--- config.mk ---
export PLATFORM = sky130hd
export DESIGN_NAME = chi_tx_link_arbiter_flat
export DESIGN_NICKNAME = d
export VERILOG_FILES = /design/src/rtl/chi_tx_link_arbiter_pkg.sv /design/src/rtl/chi_channel_inf.sv /design/src/rtl/chi_rr_arbiter.sv /design/src/rtl/chi_tx_link_arbiter.sv /design/src/flat_wrapper.sv
export SDC_FILE = /design/constraint.sdc
export NUM_CORES = 1
export LEC_CHECK = 0
export ABC_AREA = 1
export CORE_AREA = 2 2 186 188
export CTS_CLUSTER_SIZE = 20
export DETAILED_ROUTE_END_ITERATION = 6
export DIE_AREA = 0 0 188 190
export PLACE_DENSITY = 0.51
export SLEW_MARGIN = 20
export SYNTH_ARGS = -nofsm -noshare
export SYNTH_HDL_FRONTEND = slang
export SYNTH_SLANG_ARGS = --single-unit
export TNS_END_PERCENT = 100
--- constraint.sdc ---
create_clock -name clk -period 6.2 [get_ports clk]
set_clock_uncertainty 0.2 [all_clocks]
set_input_delay 0.93 -clock clk [delete_from_list [all_inputs] [get_ports clk]]
set_output_delay 0.93 -clock clk [all_outputs]
set_load 0.05 [all_outputs]
--- src/rtl/chi_tx_link_arbiter_pkg.sv ---
// chi_tx_link_arbiter_pkg: shared CHI link-layer types and limits
package chi_tx_link_arbiter_pkg;
  localparam int CHI_MAX_LCRD = 15;
  typedef enum logic [1:0] {LINK_STOP, LINK_RUN, LINK_RETURN} chi_link_state_e;
  typedef struct packed {
    logic [3:0]  qos;
    logic [10:0] tgt_id;
    logic [10:0] src_id;
    logic [11:0] txn_id;
    logic [6:0]  opcode;
    logic [47:0] addr;
  } request_flit_t;
endpackage

--- src/rtl/chi_channel_inf.sv ---
// chi_channel_inf: CHI link channel, flit_pend/flit_v/flit forward and lcrd_v backward
interface chi_channel_inf #(
  parameter type DATA_T = chi_tx_link_arbiter_pkg::request_flit_t
);
  logic  flit_pend;
  logic  flit_v;
  DATA_T flit;
  logic  lcrd_v;
  modport tx (output flit_pend, output flit_v, output flit, input lcrd_v);
  modport rx (input flit_pend, input flit_v, input flit, output lcrd_v);
endinterface

--- src/rtl/chi_rr_arbiter.sv ---
// chi_rr_arbiter: one-hot round-robin arbiter, priority starts after the last granted slot
module chi_rr_arbiter #(
  parameter int N = 4,
  localparam int W = N > 1 ? $clog2(N) : 1
) (
  input  logic         clk,
  input  logic         rst,
  input  logic [N-1:0] req,
  input  logic         advance,
  output logic [N-1:0] gnt,
  output logic [W-1:0] sel
);
  logic [W-1:0] ptr_q, ptr_d, idx;
  logic hit;
  always_comb begin
    sel = '0;
    hit = 1'b0;
    idx = '0;
    for (int i = N - 1; i >= 0; i--) begin
      idx = W'((int'(ptr_q) + i) % N);
      if (req[idx]) begin
        sel = idx;
        hit = 1'b1;
      end
    end
    gnt = hit ? N'(1) << sel : '0;
    ptr_d = (advance && hit) ? (int'(sel) == N - 1 ? '0 : sel + W'(1)) : ptr_q;
  end
  always_ff @(posedge clk)
    if (rst) ptr_q <= '0;
    else ptr_q <= ptr_d;
endmodule

--- src/rtl/chi_tx_link_arbiter.sv ---
// chi_tx_link_arbiter: credit-gated round-robin mux of N_REQ requesters onto one CHI TX channel
module chi_tx_link_arbiter
  import chi_tx_link_arbiter_pkg::*;
#(
  parameter type DATA_T = request_flit_t,
  parameter int N_REQ = 4,
  parameter int MAX_CRD = CHI_MAX_LCRD,
  localparam int CRD_W = $clog2(MAX_CRD + 1),
  localparam int SEL_W = N_REQ > 1 ? $clog2(N_REQ) : 1
) (
  input  logic              clk,
  input  logic              rst,
  input  logic              link_en,
  input  logic [N_REQ-1:0]  req_valid,
  input  DATA_T             req_flit [N_REQ],
  output logic [N_REQ-1:0]  req_ready,
  chi_channel_inf.tx        tx,
  output logic [CRD_W-1:0]  crd_cnt,
  output logic              link_stopped,
  output logic              crd_ovf
);
  chi_link_state_e state_q, state_d;
  logic [CRD_W-1:0] crd_q, crd_d;
  logic flit_v_q, flit_v_d, ovf_q, ovf_d;
  DATA_T flit_q, flit_d;
  logic [N_REQ-1:0] gnt;
  logic [SEL_W-1:0] sel;
  logic can_grant, granted, ret, send, crd_full;
  chi_rr_arbiter #(.N(N_REQ)) u_arb (
    .clk     (clk),
    .rst     (rst),
    .req     (req_valid & {N_REQ{can_grant}}),
    .advance (can_grant),
    .gnt     (gnt),
    .sel     (sel)
  );
  always_comb begin
    can_grant = state_q == LINK_RUN && crd_q != '0;
    ret = state_q == LINK_RETURN && crd_q != '0;
    granted = |gnt;
    send = granted || ret;
    crd_full = crd_q == CRD_W'(MAX_CRD);
    flit_d = granted ? req_flit[sel] : ret ? '0 : flit_q;
    flit_v_d = send;
    crd_d = (tx.lcrd_v && !send && !crd_full) ? crd_q + CRD_W'(1) :
            (!tx.lcrd_v && send) ? crd_q - CRD_W'(1) : crd_q;
    ovf_d = ovf_q || (tx.lcrd_v && !send && crd_full);
    state_d = state_q == LINK_STOP ? (link_en ? LINK_RUN : LINK_STOP) :
              state_q == LINK_RUN  ? (link_en ? LINK_RUN : LINK_RETURN) :
              (crd_q == '0 && !tx.lcrd_v) ? LINK_STOP : LINK_RETURN;
  end
  always_ff @(posedge clk)
    if (rst) begin
      state_q <= LINK_STOP;
      crd_q <= '0;
      flit_v_q <= 1'b0;
      flit_q <= '0;
      ovf_q <= 1'b0;
    end else begin
      state_q <= state_d;
      crd_q <= crd_d;
      flit_v_q <= flit_v_d;
      flit_q <= flit_d;
      ovf_q <= ovf_d;
    end
  assign tx.flit_pend = send;
  assign tx.flit_v = flit_v_q;
  assign tx.flit = flit_q;
  assign req_ready = gnt;
  assign crd_cnt = crd_q;
  assign link_stopped = state_q == LINK_STOP;
  assign crd_ovf = ovf_q;
endmodule

--- src/flat_wrapper.sv ---
// flat-port wrapper written by rule: the top's interface ports become plain ports
module chi_tx_link_arbiter_flat import chi_tx_link_arbiter_pkg::*;
#(
  parameter type DATA_T = request_flit_t,
  parameter int N_REQ = 4,
  parameter int MAX_CRD = CHI_MAX_LCRD,
  localparam int CRD_W = $clog2(MAX_CRD + 1),
  localparam int SEL_W = N_REQ > 1 ? $clog2(N_REQ) : 1
)
  (clk, rst, link_en, req_valid, req_flit, req_ready, crd_cnt, link_stopped, crd_ovf, tx_flit_pend, tx_flit_v, tx_flit, tx_lcrd_v);
  chi_channel_inf #(.DATA_T(DATA_T)) tx_i ();
  input  logic clk;
  input  logic rst;
  input  logic link_en;
  input  logic [N_REQ-1:0] req_valid;
  input  DATA_T req_flit[N_REQ];
  output logic [N_REQ-1:0] req_ready;
  output logic [CRD_W-1:0] crd_cnt;
  output logic link_stopped;
  output logic crd_ovf;
  output wire logic [$bits(tx_i.flit_pend)-1:0] tx_flit_pend;
  output wire logic [$bits(tx_i.flit_v)-1:0] tx_flit_v;
  output wire logic [$bits(tx_i.flit)-1:0] tx_flit;
  input wire logic [$bits(tx_i.lcrd_v)-1:0] tx_lcrd_v;
  assign tx_flit_pend = tx_i.flit_pend;
  assign tx_flit_v = tx_i.flit_v;
  assign tx_flit = tx_i.flit;
  assign tx_i.lcrd_v = tx_lcrd_v;
  chi_tx_link_arbiter #(.DATA_T(DATA_T), .N_REQ(N_REQ), .MAX_CRD(MAX_CRD)) u_core (.clk(clk), .rst(rst), .link_en(link_en), .req_valid(req_valid), .req_flit(req_flit), .req_ready(req_ready), .tx(tx_i), .crd_cnt(crd_cnt), .link_stopped(link_stopped), .crd_ovf(crd_ovf));
endmodule
==> impl_metrics.tcl <==
set metrics [dict create \
    status "finished clean" \
    grt-ovfl-total 0 \
    reg2reg_slack_ns 2.04 \
    rr_worst_depth 19 \
    ys_ff_latch 103 \
    p_leak_uw 0.00434 \
    maxCapViolCount 0 \
    place_hpwl_um 24300 \
    track_usage_pct 17.4 \
    start_util_pct 19.5 \
    ir_drop_v 0.000460 \
    switchingPower_uw 3650 \
    relSlewSlack_pct 29.5 \
    antenna_cells 0 \
    core_mm2 0.0339 \
    final_nets 1860 \
    grt_pass1_vias 8532 \
    r2r_start "u_core.crd_cnt[1]" \
    worstSetupEndpoint "tx_flit_pend" \
    power_frac_seq_pct 15.5 \
    clockPowerShare_pct 9.5 \
    antenna_found_initial 1 \
    hp-start "u_core.tx.flit[87]" \
    finalWorstPathRequiredPeriod_ns 4.94 \
    final_cell_area_mm2 0.0119 \
    vias_per_cell 4.56 \
    ctsResizeCount 0 \
    fp.dieW_um 188 \
    grt_max_degree 94 \
    final.setup.tns_ns 0 \
    area_growth_pct 79.5 \
    worst_pin_slew_ns 1.06 \
    cts.sinks 103 \
    first_pass_iters 4 \
    placementRows 68 \
    yosysUniqueCellTypes 33 \
    min_path_type "reg -> reg" \
    syn_area_mm2 0.00661 \
    synth_warnings 0 \
    numCtsBuffers 9 \
    wl_per_cell_um 17.0 \
    cts-root-buf "clkbuf_16" \
    cts_setup_buffers 0 \
    swShare_pct 57.6 \
    worstSetupEndpointType "primary output" \
    portBuffers 484 \
    fmax_ghz 0.202 \
    seq_area_frac_synth_pct 31.2 \
    cp.arrival_ns 3.81 \
    drive_above_1_share_pct 2.63 \
    rr_endpoint "u_core.tx.flit[0]" \
    cts_tree "done" \
    criticalPathCategory "in -> out" \
    syn_nets 1449 \
    htreeDepth 3 \
    critPathLaunch "req_valid[2]" \
    synth_area_per_cell_um2 6.21 \
    worstSkewPairLatency_ns 0.35 \
    path_max_fanout 19 \
    finalSetupViolations 0 \
    postCtsHoldBufs 0 \
    drt_iter0_drc 428 \
    cellInternalPower_uw 2690 \
    rsz0062_at_grt "false" \
    die_area_mm2 0.0357 \
    drt-total-wl_um 32900 \
    cp-start-kind "primary input" \
    ant_nets 0 \
    netlist_instances 1065 \
    p_comb_share_pct 75.0 \
    finalCritPeriodShare_pct 79.7 \
    die_h_um 190 \
    boundaryPins 485 \
    vias 8825 \
    drc_errors 0 \
    cts_buffer_depth 2 \
    critPathRequiredTime_ns 5.07 \
    path_clk_slew_ns 0.07 \
    placed_cell_area_mm2 0.0116 \
    power.density_mw_per_mm2 534 \
    final_max_slew_viol_count 0 \
    grt_pass1_wl_um 48600 \
    finalHoldViolCount 0 \
    place_congestion 0.838 \
]
-- sequential cells by signal, summed over array words and instances, names as in the netlist --
name	flops
u_core.state_q	2
u_core.crd_ovf	1
u_core.tx.flit	93
u_core.u_arb.ptr_q	2
u_core.tx.flit_v	1
u_core.crd_cnt	4
-- cells in the mapped netlist, drive strengths merged --
cell type	count	area [um2]
clkbuf	36	135
o22ai	93	582
xor2	1	8.76
xnor2	1	8.76
nor3	1	5.00
inv	26	100
nor4	1	6.26
a31oi	1	6.26
nand3	12	72.6
a21oi	98	490
o21ai	188	941
buf	58	414
clkinv	1	3.75
a211oi	1	7.51
nand4	8	50.1
nand2	226	866
nor2	204	776
nor3b	1	7.51
a2111oi	1	8.76
dfxtp	103	2060
ha	3	37.5
fa	1	20.0
-- worst min path at each step --
stage / end / depth (start not counted)
after detailed placement: u_core.tx.flit[5] / 2
after global routing: u_core.tx.flit[28] / 2
final: u_core.tx.flit[87] / 2
after global placement: u_core.tx.flit[1] / 2
after floorplan: u_core.state_q[0] / 1
after CTS: u_core.tx.flit[5] / 2
-- power by group through the flow --
stage	Clock, uW	Combinational (uW)	Sequential (uW)
2_1_floorplan	0	2860	1580
3_3_place_gp	0	4830	995
3_5_place_dp	0	4830	999
4_1_cts	633	4860	986
5_1_grt	654	5280	1010
6_report	604	4750	983
-- critical path, stage by stage --
cell,delay (ns)
clkdlybuf4s50_1,0.52
nand4_1,0.11
nand2_1,0.14
nand2_1,0.13
nand2_1,0.09
inv_1,0.05
nand3_1,0.18
nand2_8,0.14
inv_6,0.16
ha_1,0.16
nand2_1,0.07
nand2_1,0.10
clkinv_1,0.10
nand3_4,0.10
clkdlybuf4s50_1,0.82
-- per-layer routing --
metal / vias up / GRT usage [%] / wire, um
met3: 29 / 4.45 / 2340
met4: 2 / 4.06 / 584
met2: 365 / 32.4 / 16600
li1: 4437 / - / -
met5: - / 0 / 13
met1: 3992 / 19.7 / 13400
-- cell families after synthesis --
family / share of synthesized area [%]
flops: 31.2
fa+ha+maj: 0.871
simple gates: 27.0
buf+inv: 9.88
xor+xnor: 0.265
compound gates: 30.8
-- layout by cell type, fill, tap and decap left out, types with 2 or more instances in the layout --
master             n
a21oi_1           98
buf_4             11
clkbuf_1           2
clkbuf_16          9
clkdlybuf4s50_1  483
clkinv_2           2
dfxtp_1          103
ha_1               3
inv_1             20
inv_2              3
inv_6              3
nand2_1          221
nand2_2            3
nand3_1           11
nand4_1            8
nor2_1           202
o21ai_0          160
o21ai_1           28
o22ai_1           93
-- metrics by stage --
stage               worst slack (ns)  utilization, %  std cells  hold slack (ns)  total power [uW]
floorplan                       2.10               -       1065            0.299              4450
global placement                1.26            34.1       1920            0.250              5830
detailed placement              1.26            34.1       1920            0.254              5830
CTS                             1.25            34.9       1936            0.267              6480
global route                    1.01            34.9       1936            0.280              6940
finish                          1.26            34.9       1936            0.264              6340
-- final cells by class --
cell class              instances  area, um2
clock buffers                  11        233
clock inverters                 5       63.8
fillers                      3606      22100
inverters                      27        109
multi-input cells             841       3910
flip-flops and latches        103       2060
well taps                     455        569
repair buffers                494       4920
Note: power is estimated with default switching activity, not from simulation.
==> edit 1 (same flow settings) <==
The 3 states of `chi_link_state_e` get a one-hot encoding in 3 bits.
--- a/src/rtl/chi_tx_link_arbiter_pkg.sv
+++ b/src/rtl/chi_tx_link_arbiter_pkg.sv
@@ -2,5 +2,5 @@
 package chi_tx_link_arbiter_pkg;
   localparam int CHI_MAX_LCRD = 15;
-  typedef enum logic [1:0] {LINK_STOP, LINK_RUN, LINK_RETURN} chi_link_state_e;
+  typedef enum logic [2:0] {LINK_STOP = 3'b001, LINK_RUN = 3'b010, LINK_RETURN = 3'b100} chi_link_state_e;
   typedef struct packed {
     logic [3:0]  qos;
Check against the original RTL: no difference found for any inputs over 4 cycles, from zero or initial values and one cycle with rst high; so few cycles prove little.
==> edit 1 against the unedited design <==
- critical path type unchanged
- wire length up 2.0%
- via count up 0.59%
- global-route usage up 0.43 points
- worst setup slack better by 120 ps
- total power up 19%
- combinational power up 25%
- design area up 0.97%
- count of clock-buffer cells in the layout unchanged
- first-iteration DRC count down 27%
- largest cell class unchanged
- utilization up 0.34 points
- sequential cell count up 1
- area after synthesis up 0.97%
==> edit 1: results <==
{
  "outcome": "completed",
  "hold_crit_class": "reg -> reg",
  "detailed_place_hpwl_mm": 25.03,
  "critical_path.startpoint": "req_valid[3]",
  "finalNetCount": 1861,
  "netlist.top_cell.by_area": "dfxtp_1",
  "clock-root-buffer": "clkbuf_16",
  "synthTopCellsByCount": "nand2_1, nor2_1, o21ai_0",
  "synthTopCellsByArea": "dfxtp_1, nand2_1, o21ai_0",
  "via_per_inst": 4.583,
  "leakage_nw": 4.463,
  "max_h_tree_level": 3,
  "pwr.group.combinational_mw": 5.94,
  "globalplace.congestion": 0.8377,
  "maximum_number_of_pins_on_one_net_before_global_route_repair": 94,
  "average_wire_per_cell_in_the_routed_design_microns": 17.31,
  "met3RoutedLength_mm": 2.536,
  "first_pass_iters": 5,
  "n_antenna_cell": 0,
  "slew_headroom": 0.4071,
  "wl_met1_mm": 13.44,
  "maxUsedRoutingLayer": "met4",
  "num-fill-cells": 3658,
  "globalRouteTotalUtil": 0.1781,
  "drt_first_iter_violations": 314,
  "worst-path-max-fanout": 22,
  "switching_portion_of_total_power": 0.5869,
  "synth-async-reset-ratio": 0,
  "postSynthNetCount": 1448,
  "clock_latency_ps": 350,
  "cts.path.max_buffers": 2,
  "rr_worst_depth": 22,
  "worst-endpoint-arrival_ps": 3690,
  "power_frac_clock": 0.075,
  "grt_first_pass_wirelength_mm": 49.50,
  "grt_antenna_before_repair": 0,
  "r2r_end": "u_core.crd_cnt[3]$_SDFFE_PP0P_",
  "first_global_vias": 8730,
  "cts_resized": 0,
  "regToRegSetupSlack_ps": 2410,
  "proportion_of_layout_cells_with_a_drive_suffix_above_1": 0.03644,
  "synth-seq-area-share": 0.3120,
  "wl_met2_mm": 16.60,
  "distinct_cell_type_count_of_the_synthesized_netlist": 33,
  "yosysWarnings": 0,
  "regToRegStartpoint": "u_core.crd_cnt[0]$_SDFFE_PP0P_",
  "port_buffers": 484,
  "ir_drop_v": 0.0006965
}
-- edit 1: cell count changes in the layout (fill, tap and decap cells not counted), sizes merged, moves of 2 or more --
cell,before,now
clkinv,4,6
inv,26,19
nand2,226,222
nand3,12,19
nand4,8,3
nor3,1,4
o21ai,188,191
-- edit 1: cell type report --
| class | instances | share of cell area |
|---|---|---|
| clock buffers | 11 | 0.02110 |
| clock inverters | 5 | 0.002612 |
| inverters | 21 | 0.007209 |
| multi-input cells | 846 | 0.3351 |
| flip-flops and latches | 104 | 0.1738 |
| well taps | 455 | 0.04753 |
| repair buffers | 495 | 0.4126 |
-- edit 1: logic make-up (layout without fill, tap and decap cells) --
logic type,count (synthesis),in the layout,synth area share
AND/OR/NAND/NOR,452,452,0.2741
adder cells (fa/ha/maj),4,4,0.008626
buffers and inverters,114,532,0.08850
flip-flops,104,104,0.3120
XOR/XNOR,2,2,0.002626
AO/OA/AOI/OAI,388,388,0.3141
-- edit 1: routing by layer --
metal | track usage | vias up
met5 | 0 | -
met2 | 0.3209 | 367
met3 | 0.05165 | 43
li1 | - | 4444
met1 | 0.1999 | 4023
met4 | 0.06148 | 0
-- edit 1: critical path: stages --
cell and delay (ps):
clkdlybuf4s50_1 490, nand3_2 110, nand2_1 100, nand3_1 130
o21ai_1 120, nand2_2 100, a21oi_4 150, buf_4 290
ha_1 260, o21bai_4 90, nand3_4 100, clkdlybuf4s50_1 820
-- edit 1: how the worst min path moves through the flow --
stage | startpoint | to | slack (ps)
after global placement | u_core.tx.flit[57]$_SDFFE_PP0P_ | u_core.tx.flit[57]$_SDFFE_PP0P_ | 250
after global routing | u_core.tx.flit[31]$_SDFFE_PP0P_ | u_core.tx.flit[31]$_SDFFE_PP0P_ | 280
after CTS | u_core.tx.flit[62]$_SDFFE_PP0P_ | u_core.tx.flit[62]$_SDFFE_PP0P_ | 270
after floorplan | u_core.u_arb.ptr_q[1]$_SDFFE_PP0P_ | u_core.u_arb.ptr_q[1]$_SDFFE_PP0P_ | 320
after detailed placement | u_core.tx.flit[31]$_SDFFE_PP0P_ | u_core.tx.flit[31]$_SDFFE_PP0P_ | 260
final | u_core.tx.flit[31]$_SDFFE_PP0P_ | u_core.tx.flit[31]$_SDFFE_PP0P_ | 260
-- edit 1: through the flow --
stage,std cells,util,cell area (sq um),power [mW],worst slack [ps]
after floorplan,1064,-,6673,5.395,2024
after global placement,1921,0.3443,11690,7.100,1408
after detailed placement,1921,0.3443,11690,7.141,1344
after CTS,1937,0.3527,11970,7.739,1350
after global routing,1937,0.3528,11980,8.330,1183
final,1937,0.3528,11980,7.567,1376
==> edit 2 (same settings) <==
Without the edit above. Set the package constant `CHI_MAX_LCRD` to 30 (it was 15).
--- a/src/rtl/chi_tx_link_arbiter_pkg.sv
+++ b/src/rtl/chi_tx_link_arbiter_pkg.sv
@@ -1,5 +1,5 @@
 // chi_tx_link_arbiter_pkg: shared CHI link-layer types and limits
 package chi_tx_link_arbiter_pkg;
-  localparam int CHI_MAX_LCRD = 15;
+  localparam int CHI_MAX_LCRD = 30;
   typedef enum logic [1:0] {LINK_STOP, LINK_RUN, LINK_RETURN} chi_link_state_e;
   typedef struct packed {
Ports: changed (resized crd_cnt); port bits go from 485 to 486. The function was not compared with the original's and may differ.
==> edit 2 against the unedited design <==
- worst setup slack worse by 110 ps
- area after synthesis up 12%
- design area up 7.2%
- sequential cell count up 1
- total power down 13%
- die area unchanged
- via count up 3.5%
- utilization up 2.5 points
- global-route usage up 1.7 points
- wire length up 7.6%
- combinational power down 18%
- critical path type unchanged
- critical endpoint unchanged
==> edit 2: results <==
{
  "holdPathEnd": "u_core.tx.flit[86]$_SDFFE_PP0P_",
  "maxUsedRoutingLayer": "met4",
  "globalplace.congestion": 0.8311,
  "outcome": "completed",
  "regToRegSetupSlack_ps": 2010,
  "syn_avg_cell_area_sq_um": 6.430,
  "proportion_of_layout_cells_with_a_drive_suffix_above_1": 0.09606,
  "regToRegStartpoint": "u_core.crd_cnt[0]$_SDFFE_PP0P_",
  "r2r_end": "u_core.crd_cnt[4]$_SDFFE_PP0P_",
  "detailed_place_hpwl_mm": 26.18,
  "finalNetCount": 1952,
  "worst-path-max-fanout": 70,
  "num-fill-cells": 3621,
  "slew_headroom": 0.3765,
  "internal_power_mw": 2.510,
  "wl_met1_mm": 14.29,
  "wl_met2_mm": 18.06,
  "first_global_vias": 8846,
  "report.power.total_mw": 5.511,
  "synth-seq-area-share": 0.2803,
  "synth-adder-area-share": 0.009434,
  "met2_track_demand_over_resource": 0.3534,
  "globalRouteTotalUtil": 0.1906,
  "worst-endpoint-arrival_ps": 3920,
  "postPlaceCellArea_sq_mm": 0.01240,
  "grt_first_pass_wirelength_mm": 52.78,
  "postSynthNetCount": 1540,
  "met3RoutedLength_mm": 2.727,
  "finalWirelength_mm": 35.36,
  "met3_usage": 0.05239,
  "via_per_inst": 4.505,
  "drt_first_iter_violations": 373,
  "ir_drop_v": 0.0003118,
  "min-delay-start": "u_core.tx.flit[86]$_SDFFE_PP0P_",
  "post_synth_xor_area_fraction": 0.003538,
  "sequentialPower_mw": 0.967
}
## edit 2: cell types whose count changed after synthesis, sizes merged, moves of 6 or more
cell	change
inv	+88
a21oi	+92
o22ai	-93
nand2	-6
o21ai	+94
clkbuf	-20
nor2	-89
buf	+19
## edit 2: per-stage QoR
step | worst slack, ps | cells | hold slack, ps
after global placement | 1255 | 2011 | 250.8
after CTS | 1135 | 2027 | 268.6
after global routing | 924.8 | 2027 | 288.8
after detailed placement | 1131 | 2011 | 258.3
final | 1152 | 2027 | 264.6
after floorplan | 2097 | 1155 | 299.0
## edit 2: cell type report
| class | count | area, sq um | area share |
|---|---|---|---|
| clock buffers | 9 | 225.2 | 0.01771 |
| clock inverters | 7 | 95.09 | 0.007476 |
| inverters | 114 | 435.4 | 0.03423 |
| multi-input cells | 844 | 4370 | 0.3436 |
| flip-flops and latches | 104 | 2082 | 0.1637 |
| well taps | 455 | 569.3 | 0.04476 |
| repair buffers | 494 | 4942 | 0.3886 |
